[config.mk]
export PLATFORM = sky130hd
export DESIGN_NAME = pipeline_hazard_ctrl
export DESIGN_NICKNAME = d
export VERILOG_FILES = /design/src/rtl/pipeline_hazard_ctrl.sv
export SDC_FILE = /design/constraint.sdc
export NUM_CORES = 1
export LEC_CHECK = 0
export BUFFER_PORTS_ARGS = -buffer_cell sky130_fd_sc_hd__buf_2
export CAP_MARGIN = 10
export CORE_MARGIN = 2
export CORE_UTILIZATION = 42
export DETAILED_ROUTE_END_ITERATION = 10
export HOLD_SLACK_MARGIN = 0.12
export PLACE_DENSITY_LB_ADDON = 0.1
export SLEW_MARGIN = 5
export SYNTH_ARGS = -nofsm -noshare
export SYNTH_HDL_FRONTEND = slang
export SYNTH_SLANG_ARGS = --single-unit
[constraint.sdc]
create_clock -name clk -period 2.1 [get_ports clk]
set_input_delay 0.21 -clock clk [delete_from_list [all_inputs] [get_ports clk]]
set_output_delay 0.21 -clock clk [all_outputs]
set_load 0.02 [all_outputs]
[src/rtl/pipeline_hazard_ctrl.sv]
// Stall/flush sequencer for the 5-stage LC-3b pipeline.
// Combines memory handshakes, load-use hazards and MEM-stage control transfers
// into per-register stall enables, an ID/EX bubble and flushes. It also steps
// the two-access LDI/STI sequence and keeps saturating stall/flush counters.
module pipeline_hazard_ctrl #(
  parameter int PERF_W = 16
) (
  input  logic              clk,
  input  logic              reset,
  input  logic              if_req,
  input  logic              imem_resp,
  input  logic              dmem_req,
  input  logic              dmem_resp,
  input  logic              mem_indirect,
  input  logic [2:0]        id_sr1,
  input  logic              id_sr1_used,
  input  logic [2:0]        id_sr2,
  input  logic              id_sr2_used,
  input  logic [2:0]        ex_dest,
  input  logic              ex_load,
  input  logic              br_taken_mem,
  output logic              stall_if,
  output logic              stall_if_id,
  output logic              stall_id_ex,
  output logic              stall_ex_mem,
  output logic              stall_mem_wb,
  output logic              bubble_id_ex,
  output logic              flush_if_id,
  output logic              flush_id_ex,
  output logic              flush_ex_mem,
  output logic              ind_phase,
  output logic [PERF_W-1:0] perf_stalls,
  output logic [PERF_W-1:0] perf_flushes
);

  logic              ind_phase_q, ind_phase_d;
  logic              imem_done_q, imem_done_d;
  logic              dmem_done_q, dmem_done_d;
  logic [PERF_W-1:0] perf_stalls_q, perf_stalls_d;
  logic [PERF_W-1:0] perf_flushes_q, perf_flushes_d;

  logic i_ok, d_final, d_ok, global_stall, hazard, load_use, flush_evt;
  logic any_stall;

  // Raw hazard conditions derived from handshakes, latched responses and register ids.
  always_comb begin
    i_ok         = !if_req | imem_resp | imem_done_q;
    // The first access of an indirect instruction only yields an address, so it
    // does not complete the MEM stage.
    d_final      = dmem_resp & (!mem_indirect | ind_phase_q);
    d_ok         = !dmem_req | d_final | dmem_done_q;
    global_stall = !(i_ok & d_ok);
    hazard       = ex_load & ((id_sr1_used & (id_sr1 == ex_dest)) |
                              (id_sr2_used & (id_sr2 == ex_dest)));
    // A taken branch squashes the dependent ID instruction, so no bubble is needed.
    load_use     = hazard & !global_stall & !br_taken_mem;
    flush_evt    = br_taken_mem & !global_stall;
  end

  // Priority-encode the pipeline controls: memory wait, then flush, then load-use.
  always_comb begin
    stall_if     = 1'b0;
    stall_if_id  = 1'b0;
    stall_id_ex  = 1'b0;
    stall_ex_mem = 1'b0;
    stall_mem_wb = 1'b0;
    bubble_id_ex = 1'b0;
    flush_if_id  = 1'b0;
    flush_id_ex  = 1'b0;
    flush_ex_mem = 1'b0;
    if (!reset) begin
      if (global_stall) begin
        stall_if     = 1'b1;
        stall_if_id  = 1'b1;
        stall_id_ex  = 1'b1;
        stall_ex_mem = 1'b1;
        stall_mem_wb = 1'b1;
      end else if (flush_evt) begin
        flush_if_id  = 1'b1;
        flush_id_ex  = 1'b1;
        flush_ex_mem = 1'b1;
      end else if (load_use) begin
        stall_if     = 1'b1;
        stall_if_id  = 1'b1;
        bubble_id_ex = 1'b1;
      end
    end
  end

  // Next-state for the indirect phase, response latches and saturating counters.
  always_comb begin
    ind_phase_d = ind_phase_q;
    if (!ind_phase_q && dmem_req && mem_indirect && dmem_resp) begin
      ind_phase_d = 1'b1;
    end else if (ind_phase_q && !global_stall) begin
      ind_phase_d = 1'b0;
    end

    // Remember a response that arrived while the pipeline was held, so the
    // stage does not wait for a second pulse that will never come.
    imem_done_d = stall_if ? (imem_done_q | imem_resp) : 1'b0;
    dmem_done_d = global_stall ? (dmem_done_q | d_final) : 1'b0;

    any_stall = stall_if | stall_if_id | stall_id_ex | stall_ex_mem | stall_mem_wb;

    perf_stalls_d = perf_stalls_q;
    if (any_stall && (perf_stalls_q != {PERF_W{1'b1}})) begin
      perf_stalls_d = perf_stalls_q + PERF_W'(1);
    end

    perf_flushes_d = perf_flushes_q;
    if (flush_if_id && (perf_flushes_q != {PERF_W{1'b1}})) begin
      perf_flushes_d = perf_flushes_q + PERF_W'(1);
    end
  end

  // State registers with synchronous reset.
  always_ff @(posedge clk) begin
    if (reset) begin
      ind_phase_q    <= 1'b0;
      imem_done_q    <= 1'b0;
      dmem_done_q    <= 1'b0;
      perf_stalls_q  <= '0;
      perf_flushes_q <= '0;
    end else begin
      ind_phase_q    <= ind_phase_d;
      imem_done_q    <= imem_done_d;
      dmem_done_q    <= dmem_done_d;
      perf_stalls_q  <= perf_stalls_d;
      perf_flushes_q <= perf_flushes_d;
    end
  end

  assign ind_phase    = ind_phase_q;
  assign perf_stalls  = perf_stalls_q;
  assign perf_flushes = perf_flushes_q;

endmodule
-- Word level (Yosys, flattened, before mapping)
Index checks and enable logic that the tools add are counted.
- register bits after elaboration: 35
- latch bits: 0
- bits of input ports: 20
- memories: 0
- bits in writable memories: 0
- output and inout port bits: 42
- word-level logic and storage cells: 58
- bits in read-only memories: 0
- mux-type cells: 13
- shifts and indexed selects: 0
- reductions and logical operators: 14
- add/sub/neg operators: 2
- div/mod/pow operators: 0
- order comparisons: 0
- equality and inequality tests: 4
- bitwise logic cells: 20
- multipliers: 0
- operators by type and width (cell ; count):
    adder 16 x 1 -> 16 bit (second input constant) ; 2
    inequality test 16 bit (second input constant) ; 2
    2-to-1 mux 1 bit ; 13
    OR 1 bit ; 11
    bitwise AND 1 bit ; 8
    == test 3 bit ; 2
    logical AND 1 bit ; 6
    logical NOT 1 bit ; 5
    OR reduction 2 bit ; 2
    nonzero test 2 bit ; 1
    inverter 1 bit ; 1

-- Depth between registers and ports, before layout
- word-level depth: 16
- mapped depth: 9
- gate-level depth less buffers: 7

-- Worst setup path before layout
OpenSTA, ideal clock, no wires.
- path kind: reg-to-reg
- from: register perf_stalls_q[0], in the netlist perf_stalls[0]
- to: register perf_stalls_q[1], in the netlist perf_stalls[1]
- setup slack: 38 ps
- buffers on the path: 2
- required time: 1972 ps
- cell stages (with the launch flop): 10
- data arrival time: 1935 ps
- library setup time: 128 ps
- clock period less this slack: 2062 ps
- path through: dfxtp_1 ha_1 inv_1 nor4_2 and3_1 a211o_1 buf_6 buf_4 mux2i_1 nor2_1
- cells in the longest elaborated chain, start to end: 2
- ends and longest elaborated chain (item ; line ; source):
    start, declared ; 39 ; logic [PERF_W-1:0] perf_stalls_q, perf_stalls_d;
    start signal, assigned ; 129 ; perf_stalls_q <= perf_stalls_d;
    branches (longest 2 deep; another with adder 16 x 1 -> 16 bit) ; n/a ;
Several ways; the timed one is not identified.
A chain may end at the register's enable or synchronous reset.

-- Worst setup path after layout
- from: register perf_stalls_q[1], in the netlist perf_stalls[1]
- to: register perf_stalls_q[8], in the netlist perf_stalls[8]
Same word-level chain as after synthesis.

==> metrics.yaml <==
diodes: 0
power_density_mw_per_mm2: 556
wl_mm: 4.18
rsz0062_at_grt: "false"
fin_crit_ns: 1.99
synth_area_per_cell_sq_um: 8.40
crit_path_end_kind: "register"
worstMarginPinSlew_ns: 0.367
p_leak_uw: 0.000985
grt_pass1_vias: 1589
final_cell_mix: "buf_2, dfxtp_1, nor2_1, nand2_1, nand3_1"
clk_latency_ns: 0.28
holdWs_ns: 0.252
core_sq_mm: 0.00426
clock-skew-final_ns: 0.00485
place_area_sq_mm: 0.00224
syn-num-nets: 240
peakVddDrop_v: 0.000297
clockBufferDepth: 2
vias: 1805
hold_viol_final: 0
post_drt_wl_per_cell_um: 12.4
holdPathStages: 2
finalCritPeriodShare_pct: 95.0
setup_viol_count_final: 0
grt_usage_pct: 17.1
die_area_sq_mm: 0.00491
grt_first_pass_wirelength_mm: 7.04
cts_tree: "yes"
nets: 308
maxCapViolations: 0
layout_commonest_cell: "buf_2"
rows: 24
syn-cell-area_sq_mm: 0.00183
yosys_warnings: 0
synthCells: 218
hold_path.class: "primary input to register"
synthMuxAreaShare_pct: 2.25
drtIter0Drc: 96
worstPathMaxFanout: 21
ant_nets: 0
max-slew-margin-rel_pct: 75.4
io_buffers: 61
ys.flop_type: "dfxtp_1"
synth-seq-area-share_pct: 38.3
finalSetupTns_ns: 0
final_area_sq_mm: 0.00232
gp_congestion: 0.748
h-tree-depth: 2
crit_type: "register to register"
nFillCells: 420
grt_overflow_total: 0
cts_hold_buffers: 0
startpoint_type: "register"
synth_top_family_by_area: "simple AND/OR/NAND/NOR gates"
synth_xor_area_share_pct: 8.61
dp_hpwl_mm: 3.16
clkSinkCount: 35
layout-drive-gt1-share_pct: 30.5
synth-edff-count: 0
synthSimpleGateAreaFrac_pct: 29.4
firstDrtPassIters: 4
synth_fa_ha_area_share_pct: 1.37
postCtsSetupRepairBufs: 0
cts_buffers: 5
cp.arrival_ns: 2.21
grt_max_degree: 22
status: "finished clean"
clockRootBuffer: "clkbuf_8"
fmax_ghz: 0.501
die_y_um: 70.0
drc: 0
ys_types: 40
ctsResizeCount: 0
final_max_slew_viol_count: 0
die_w_um: 70.0
clkTransAtPathRegs_ns: 0.07
required_ns: 2.31
synth_compound_area_share_pct: 14.2
worst_r2r_path_depth: 8
post_drt_via_cell_ratio: 5.36
ios: 62
async_flop_share_pct: 0
area_growth_syn_to_layout_pct: 26.5
synth_seq_cells: 35
initial_utilization_pct: 43.0
antenna_found_initial: 0
sequential cells by signal, indices dropped and copies added (netlist names):
register      count
dmem_done_q       1
imem_done_q       1
ind_phase         1
perf_flushes     16
perf_stalls      16
per-stage QoR:
step | worst slack (ns) | util, % | power (uW) | instances
floorplan | 0.0379 | - | 796 | 218
global placement | 0.0833 | 52.6 | 856 | 331
detailed placement | 0.0345 | 52.6 | 856 | 331
CTS | 0.0481 | 54.3 | 1310 | 337
global route | 0.00654 | 54.3 | 1340 | 337
finish | 0.105 | 54.3 | 1290 | 337
layer usage:
metal  global-route usage (%)  wire, um  vias to the layer above
met4                     4.91        42                        0
met2                     27.6      1940                       47
li1                         -         -                      928
met3                     4.04       214                        7
met5                        0         0                        -
met1                     22.8      1990                      823
cells in the mapped netlist (all sizes together) (2+ instances only):
library cell / number / area share [%]
a211o: 2 / 0.96
a21oi: 14 / 3.8
and2: 6 / 2.0
and3: 5 / 1.7
and4: 2 / 0.96
buf: 7 / 3.1
clkbuf: 8 / 1.6
dfxtp: 35 / 38
ha: 2 / 1.4
inv: 5 / 1.0
mux2i: 3 / 1.6
nand2: 16 / 3.3
nand3: 15 / 4.1
nand4: 12 / 4.1
nor2: 20 / 4.1
nor3: 6 / 1.6
o21ai: 2 / 0.55
o31ai: 11 / 4.5
or2: 2 / 0.68
or3: 2 / 0.68
or4: 10 / 4.1
xnor2: 8 / 3.8
xor2: 10 / 4.8
final cells by class:
type	instances	area, sq um	area share [%]
Multi-Input combinational cell	162	1030	44.3
Clock buffer	6	72.6	3.13
Timing Repair Buffer	76	430	18.6
Sequential cell	35	701	30.2
Inverter	6	22.5	0.972
Tap cell	52	65.1	2.81
report_power, final:
group	total, uW	switching (uW)	internal [uW]
Sequential	679	6.82	672
Combinational	163	93.9	69.2
Clock	447	226	221
worst max-delay path, stage by stage, from the launching register on:
cell and delay (ns):
dfxtp_1 0.35, ha_1 0.21, inv_1 0.10, nor4_2 0.07
and3_1 0.18, a211o_1 0.31, buf_12 0.16, or4_1 0.39
a21oi_1 0.16
path summary, 6_finish.rpt:
check                  start               to  slack, ns
max reg2reg   perf_stalls[1]   perf_stalls[8]       0.11
max           perf_stalls[1]   perf_stalls[8]       0.11
min reg2reg  perf_flushes[6]  perf_flushes[6]       0.50
min                    reset   perf_stalls[0]       0.25
cell families after synthesis:
logic type | Yosys count
simple gates | 100
flops | 35
buf+inv | 21
xor+xnor | 18
mux | 4
fa+ha+maj | 2
compound gates | 38
Power figures use the tool's default switching activity.
